### config.mk
export PLATFORM = sky130hd
export DESIGN_NAME = ps2_scan_fifo_flat
export DESIGN_NICKNAME = d
export VERILOG_FILES = /design/src/rtl/ps2_scan_fifo_if.sv /design/src/rtl/ps2_scan_fifo.sv /design/src/flat_wrapper.sv
export SDC_FILE = /design/constraint.sdc
export NUM_CORES = 1
export LEC_CHECK = 0
export CAP_MARGIN = 25
export CORE_UTILIZATION = 45
export CTS_BUF_LIST = sky130_fd_sc_hd__clkbuf_16
export DETAILED_ROUTE_END_ITERATION = 8
export GPL_TIMING_DRIVEN = 0
export SKIP_CTS_REPAIR_TIMING = 1
export SYNTH_ARGS = -nofsm -noshare
export SYNTH_HDL_FRONTEND = slang
export SYNTH_SLANG_ARGS = --single-unit
### constraint.sdc
create_clock -name CLOCK -period 7.3 [get_ports CLOCK]
set_input_delay 1.46 -clock CLOCK [delete_from_list [all_inputs] [get_ports CLOCK]]
set_output_delay 1.46 -clock CLOCK [all_outputs]
set_load 0.02 [all_outputs]
### src/rtl/ps2_scan_fifo_if.sv
// ps2_scan_fifo_if: byte-strobe / CPU-poll bundle for ps2_scan_fifo.
// master = PS/2 receiver + CPU side, slave = ps2_scan_fifo.
interface ps2_scan_fifo_if #(
   parameter int unsigned DEPTH = 16
);
   localparam int unsigned CW = $clog2(DEPTH) + 1;

   logic [7:0]    RX_DATA;
   logic          RX_STB;
   logic          POP;
   logic          CLR_OVF;
   logic [7:0]    O_CODE;
   logic          O_REL;
   logic          O_EXT;
   logic          O_EMPTY;
   logic [CW-1:0] O_COUNT;
   logic          O_OVF;
   logic [7:0]    O_STATUS;
   logic          O_IRQ;

   modport master (
      output RX_DATA, RX_STB, POP, CLR_OVF,
      input  O_CODE, O_REL, O_EXT, O_EMPTY, O_COUNT, O_OVF, O_STATUS, O_IRQ
   );

   modport slave (
      input  RX_DATA, RX_STB, POP, CLR_OVF,
      output O_CODE, O_REL, O_EXT, O_EMPTY, O_COUNT, O_OVF, O_STATUS, O_IRQ
   );
endinterface

### src/rtl/ps2_scan_fifo.sv
// ps2_scan_fifo: folds AT set-2 E0/F0 prefixes into key events and queues
// them in a first-word-fall-through FIFO with sticky overflow and toggle IRQ.
// Optional: define SCAN_TYPEMATIC_FILTER_EN to drop typematic repeats of the
// currently held make code.
module ps2_scan_fifo #(
   parameter int unsigned DEPTH   = 16,
   parameter int unsigned TIMEOUT = 50000
) (
   input logic            CLOCK,
   input logic            RESET_N,
   ps2_scan_fifo_if.slave bus
);
   localparam int unsigned AW      = $clog2(DEPTH);
   localparam int unsigned TW      = $clog2(TIMEOUT) + 1;
   localparam logic [TW-1:0] TMAX  = TW'(TIMEOUT - 1);
   localparam logic [AW:0] FULLCNT = (AW + 1)'(DEPTH);

   typedef enum logic [1:0] {IDLE, PFX_E0, PFX_F0, PFX_E0F0} state_e;

   state_e        state_q;
   logic [TW-1:0] tmo_q;
   logic [7:0]    status_q;
   logic          ovf_q;
   logic          irq_q;
   logic [AW:0]   wr_q, rd_q, wr_d, rd_d;
   logic [AW:0]   count;
   logic [9:0]    mem [DEPTH];
   logic [9:0]    head;
   logic          is_status, is_e0, is_f0;
   logic          dec_push, dec_ext, dec_rel, push_req;
   logic          empty, full, pop_eff, accept, ovf_set;

   // Classify the incoming byte; status codes override any prefix handling.
   always_comb begin
      is_status = 1'b0;
      case (bus.RX_DATA)
         8'hFA, 8'hAA, 8'hEE, 8'hFC, 8'hFD, 8'h00, 8'hFF: is_status = 1'b1;
         default: is_status = 1'b0;
      endcase
      is_e0    = (bus.RX_DATA == 8'hE0);
      is_f0    = (bus.RX_DATA == 8'hF0);
      dec_ext  = (state_q == PFX_E0) || (state_q == PFX_E0F0);
      dec_rel  = (state_q == PFX_F0) || (state_q == PFX_E0F0);
      dec_push = bus.RX_STB && !is_status && !is_e0 && !is_f0;
   end

`ifdef SCAN_TYPEMATIC_FILTER_EN
   logic       held_valid_q;
   logic       held_ext_q;
   logic [7:0] held_code_q;
   logic       held_match;

   // Suppress a make that repeats the key currently held down.
   always_comb begin
      held_match = held_valid_q && (held_ext_q == dec_ext) && (held_code_q == bus.RX_DATA);
      push_req   = dec_push && !(!dec_rel && held_match);
   end

   // Track the last pushed make; its matching release frees it.
   always_ff @(posedge CLOCK or negedge RESET_N) begin
      if (!RESET_N) begin
         held_valid_q <= 1'b0;
         held_ext_q   <= 1'b0;
         held_code_q  <= '0;
      end else if (push_req && !dec_rel) begin
         held_valid_q <= 1'b1;
         held_ext_q   <= dec_ext;
         held_code_q  <= bus.RX_DATA;
      end else if (push_req && dec_rel && held_match) begin
         held_valid_q <= 1'b0;
      end
   end
`else
   // Every decoded event goes to the FIFO.
   always_comb begin
      push_req = dec_push;
   end
`endif

   // Prefix decoder with timeout and device-status capture.
   always_ff @(posedge CLOCK or negedge RESET_N) begin
      if (!RESET_N) begin
         state_q  <= IDLE;
         tmo_q    <= '0;
         status_q <= '0;
      end else if (bus.RX_STB) begin
         tmo_q <= '0;
         if (is_status) begin
            status_q <= bus.RX_DATA;
            state_q  <= IDLE;
         end else if (is_e0) begin
            state_q <= PFX_E0;
         end else if (is_f0) begin
            if (state_q == PFX_E0 || state_q == PFX_E0F0) state_q <= PFX_E0F0;
            else                                          state_q <= PFX_F0;
         end else begin
            state_q <= IDLE;
         end
      end else if (state_q != IDLE) begin
         if (tmo_q == TMAX) begin
            state_q <= IDLE;
            tmo_q   <= '0;
         end else begin
            tmo_q <= tmo_q + 1'b1;
         end
      end
   end

   // FIFO bookkeeping: a POP on a full FIFO frees the slot for a same-cycle push.
   always_comb begin
      count   = wr_q - rd_q;
      empty   = (count == '0);
      full    = (count == FULLCNT);
      pop_eff = bus.POP && !empty;
      accept  = push_req && (!full || pop_eff);
      ovf_set = push_req && full && !pop_eff;
      wr_d    = wr_q + {{AW{1'b0}}, accept};
      rd_d    = rd_q + {{AW{1'b0}}, pop_eff};
      head    = mem[rd_q[AW-1:0]];
   end

   // Entry storage, written at the strobe edge; contents need no reset.
   always_ff @(posedge CLOCK) begin
      if (accept) mem[wr_q[AW-1:0]] <= {dec_ext, dec_rel, bus.RX_DATA};
   end

   // Pointers, sticky overflow (set beats clear) and arrival toggle.
   always_ff @(posedge CLOCK or negedge RESET_N) begin
      if (!RESET_N) begin
         wr_q  <= '0;
         rd_q  <= '0;
         ovf_q <= 1'b0;
         irq_q <= 1'b0;
      end else begin
         wr_q  <= wr_d;
         rd_q  <= rd_d;
         irq_q <= irq_q ^ accept;
         if (ovf_set)          ovf_q <= 1'b1;
         else if (bus.CLR_OVF) ovf_q <= 1'b0;
      end
   end

   assign bus.O_CODE   = empty ? '0 : head[7:0];
   assign bus.O_REL    = !empty && head[8];
   assign bus.O_EXT    = !empty && head[9];
   assign bus.O_EMPTY  = empty;
   assign bus.O_COUNT  = count;
   assign bus.O_OVF    = ovf_q;
   assign bus.O_STATUS = status_q;
   assign bus.O_IRQ    = irq_q;
endmodule

### src/flat_wrapper.sv
// flat-port wrapper written by rule: the top's interface ports become plain ports
module ps2_scan_fifo_flat 
#(
   parameter int unsigned DEPTH   = 16,
   parameter int unsigned TIMEOUT = 50000
)
  (CLOCK, RESET_N, bus_RX_DATA, bus_RX_STB, bus_POP, bus_CLR_OVF, bus_O_CODE, bus_O_REL, bus_O_EXT, bus_O_EMPTY, bus_O_COUNT, bus_O_OVF, bus_O_STATUS, bus_O_IRQ);
  ps2_scan_fifo_if #(.DEPTH(DEPTH)) bus_i ();
  input logic CLOCK;
  input logic RESET_N;
  input wire logic [$bits(bus_i.RX_DATA)-1:0] bus_RX_DATA;
  input wire logic [$bits(bus_i.RX_STB)-1:0] bus_RX_STB;
  input wire logic [$bits(bus_i.POP)-1:0] bus_POP;
  input wire logic [$bits(bus_i.CLR_OVF)-1:0] bus_CLR_OVF;
  output wire logic [$bits(bus_i.O_CODE)-1:0] bus_O_CODE;
  output wire logic [$bits(bus_i.O_REL)-1:0] bus_O_REL;
  output wire logic [$bits(bus_i.O_EXT)-1:0] bus_O_EXT;
  output wire logic [$bits(bus_i.O_EMPTY)-1:0] bus_O_EMPTY;
  output wire logic [$bits(bus_i.O_COUNT)-1:0] bus_O_COUNT;
  output wire logic [$bits(bus_i.O_OVF)-1:0] bus_O_OVF;
  output wire logic [$bits(bus_i.O_STATUS)-1:0] bus_O_STATUS;
  output wire logic [$bits(bus_i.O_IRQ)-1:0] bus_O_IRQ;
  assign bus_i.RX_DATA = bus_RX_DATA;
  assign bus_i.RX_STB = bus_RX_STB;
  assign bus_i.POP = bus_POP;
  assign bus_i.CLR_OVF = bus_CLR_OVF;
  assign bus_O_CODE = bus_i.O_CODE;
  assign bus_O_REL = bus_i.O_REL;
  assign bus_O_EXT = bus_i.O_EXT;
  assign bus_O_EMPTY = bus_i.O_EMPTY;
  assign bus_O_COUNT = bus_i.O_COUNT;
  assign bus_O_OVF = bus_i.O_OVF;
  assign bus_O_STATUS = bus_i.O_STATUS;
  assign bus_O_IRQ = bus_i.O_IRQ;
  ps2_scan_fifo #(.DEPTH(DEPTH), .TIMEOUT(TIMEOUT)) u_core (.CLOCK(CLOCK), .RESET_N(RESET_N), .bus(bus_i));
endmodule
==> results.md <==
- Status: completed
- Max Freq: 0.1697 GHz
- WP data required: 5.84 ns
- H-tree levels: 4
- Vias per std cell: 5.633
- Clk buf depth: 2
- WS Path Type: flip-flop to output port
- Register bit count reported by yosys: 199
- Drt first-iter violations: 364
- CTS tree: yes
- Fin. max-slew vios: 0
- Die H: 137.4 µm
- Syn nets: 486
- Area growth syn-to-layout: 16.72%
- Vias in the first global route: 4,334
- RSZ-0062 raised after global routing: false
- # clock sinks: 199
- Initial Util: 45.91%
- PwrDens: 398.0 nW/µm²
- Worst min path class: flip-flop to flip-flop
- Crit-path cells: inv_1 > clkbuf_1 > ha_1 > xor2_1 > inv_1 > or4_4 > a21oi_1 > buf_2 > clkdlybuf4s50_1
- R2R cell count: 10
- R2r endpoint: u_core.mem[11][3]
- Via Count: 4,349
- Core box area: 17,960 µm²
- Mapped Area: 8248 µm²
- Setup tns final: 0 ns
- I/O Buffers: 37
- # diodes: 0
- Worst-path fanout max: 10
- Aggregate global routing overflow: 0
- Share of cells above drive strength 1: 22.84%
- Row count: 49
- DIE WIDTH: 137.4 µm
- DIE AREA: 18,870 µm²
- Largest net degree at the start of global routing: 40
- Worst skew pair latency: 0.43 ns
- WP data arrival: 4.43 ns
- # setup viols final: 0
- Final Non-Filler Cells: 772
- Worst Tran Pin Value: 0.9830 ns
- Register area share after synthesis: 70.08%
- Cell area after layout: 9627 µm²
- Crit end category: output port
- Cts bufs inserted: 17
- WL per Instance: 22.84 µm
- Minimum clock period: 5.893 ns
- Placed Cells: 739
- HPWL after DPL: 11,900 µm
- Synth Area per Inst: 17.81 µm²
- Nets: 553
- Clk_skew: 0.007162 ns
- Worst vdd ir: 292.5 µV
- Final ANT Viol Nets: 0
- YS warnings: 0
- Largest stage delay, worst path: 0.75 ns
- First-pass GRT wire length: 26,560 µm
- Critical Path Start: u_core.rd_q[2]
- P_leak: 0.003316 µW
- Slew HR: 34.26%
- Worst hold slack: 0.4897 ns
- Dpl cell area: 9072 µm²
- R2R Path Start: u_core.rd_q[2]
- Synth Instances: 463
- Final worst-path cycle share: 80.72%
- Drt drc: 0
- Max Cap Viol: 0
- Clk slew on worst S/H paths: 0.07 ns
- CP Launch Type: flip-flop
- Hold Vio Cnt, Final: 0
- Distinct cells, synth: 42
- IO Count: 39
- Crit path capture: bus_O_EMPTY
- DRT Pass-1 Iters: 6
- All-layer global routing usage: 20.35%
- Most common cell on crit path: inv_1
- RePlAce Congestion: 0.7798
- WL final: 17,640 µm
- Initial antenna violation count: 0
- Slowest CP cell: clkbuf_1
- CTS root buffer: clkbuf_16
- Number of fill cells: 1,444
- Flop2flop setup slack: 3.09 ns
power by group:
group	internal, µW	switching, µW	total [µW]
registers	1360	57.6	1420
clock network	443	429	872
logic	724	813	1540
total	2530	1300	3830
sequential cells by signal, summed over array words and instances (netlist names):
name / count
u_core.bus.O_IRQ: 1
u_core.rd_q: 5
u_core.mem: 160
u_core.tmo_q: 17
u_core.bus.O_OVF: 1
u_core.bus.O_STATUS: 8
u_core.state_q: 2
u_core.wr_q: 5
worst min path at each step:
| stage | start | endpoint | cells after the start | slack (ns) |
|---|---|---|---|---|
| finish | u_core.rd_q[4] | u_core.rd_q[4] | 1 | 0.49 |
| global route | u_core.bus.O_IRQ | u_core.bus.O_IRQ | 1 | 0.51 |
| CTS | u_core.bus.O_IRQ | u_core.bus.O_IRQ | 1 | 0.49 |
| detailed placement | u_core.bus.O_IRQ | u_core.bus.O_IRQ | 1 | 0.47 |
| global placement | u_core.bus.O_IRQ | u_core.bus.O_IRQ | 1 | 0.47 |
| floorplan | u_core.wr_q[4] | u_core.wr_q[4] | 1 | 0.46 |
stage by stage:
step                total power (µW)  worst slack (ns)  util (%)
floorplan                       2393             2.982         -
global placement                2950             1.053     49.57
detailed placement              2999             1.709     50.51
CTS                             3871             1.221     53.55
global route                    4010             1.107     53.59
finish                          3831             1.407     53.59
synth_stat cells:
cell type	count	area share, %
a21o_1	4	0.36
a21oi_1	6	0.36
a22o_1	1	0.11
a311o_2	1	0.14
and3_1	4	0.30
and3b_1	1	0.11
and4_1	1	0.11
buf_1	1	0.045
buf_2	5	0.30
buf_6	1	0.14
buf_8	1	0.18
clkbuf_1	14	0.64
clkbuf_2	1	0.061
dfrtp_1	39	12
edfxtp_1	160	58
fa_1	1	0.24
ha_1	9	1.4
inv_1	14	0.64
mux2_2	8	1.1
mux4_2	50	14
nand2_1	15	0.68
nand2b_1	3	0.23
nand3_1	13	0.79
nand3b_1	1	0.091
nand4_1	8	0.61
nor2_1	25	1.1
nor2b_1	11	0.83
nor3_1	14	0.85
nor4_1	9	0.68
nor4b_1	1	0.11
nor4bb_1	1	0.12
o2111ai_1	1	0.11
o211ai_1	1	0.091
o21ai_0	4	0.24
o21bai_1	2	0.18
o22ai_1	1	0.076
o2bb2ai_1	2	0.21
or3_1	2	0.15
or4_1	1	0.091
or4_4	1	0.14
xnor2_1	9	0.96
xor2_1	16	1.7
worst max-delay path: cells and delay by family (launching register included):
family	cells	cell delay, ns
xor gates and xnor gates	1	0.23
AOI/OAI and AO/OA	1	0.36
DFF	1	0.42
buffers and inverters	5	2.03
adders and majority gates	1	0.42
and+or+nand+nor	1	0.54
metal layers:
layer	global-route usage [%]	vias up	routed length, µm
met5	0	-	0
met4	5.372	0	134
met3	4.489	11	750
met2	31.74	105	8713
met1	28.95	2282	8038
li1	-	1951	-
final cells by class:
type	count	area, µm²	share of cell area [%]
buffer	23	112.6	1.170
timing repair buffer	48	462.9	4.809
tap	229	286.5	2.976
clock buffer	17	425.4	4.419
inverter	14	52.55	0.5459
multi-input combinational	227	2385	24.77
clock inverter	15	121.4	1.261
sequential	199	5781	60.05
cells in the final DEF, fill, tap and decap left out, types with 3 or more instances in the layout:
cell,n
inv_6,4
mux4_2,50
ha_1,9
nor4_1,3
clkbuf_16,17
nor3_2,9
clkinv_1,3
dfrtp_1,39
nor2b_1,11
nand4_1,8
a21oi_1,6
buf_6,5
o21ai_0,4
clkbuf_1,14
xor2_1,16
nor4_2,6
nor2_1,25
nor3_1,5
nand2b_1,3
inv_1,14
nand2_1,15
buf_2,6
edfxtp_1,160
clkdlybuf4s50_1,36
buf_4,7
clkinv_4,4
xnor2_1,9
mux2_2,8
nand3_1,13
a21o_1,4
and3_1,4
kinds of logic after synthesis:
kind of cell / after synthesis / share of synthesized area, %
buf+inv: 37 / 2.002
fa+ha+maj: 10 / 1.608
xor+xnor: 25 / 2.655
mux: 58 / 14.75
simple gates: 111 / 7.024
flops: 199 / 70.09
compound gates: 23 / 1.881
No activity file was read; power rests on OpenSTA's default activity.
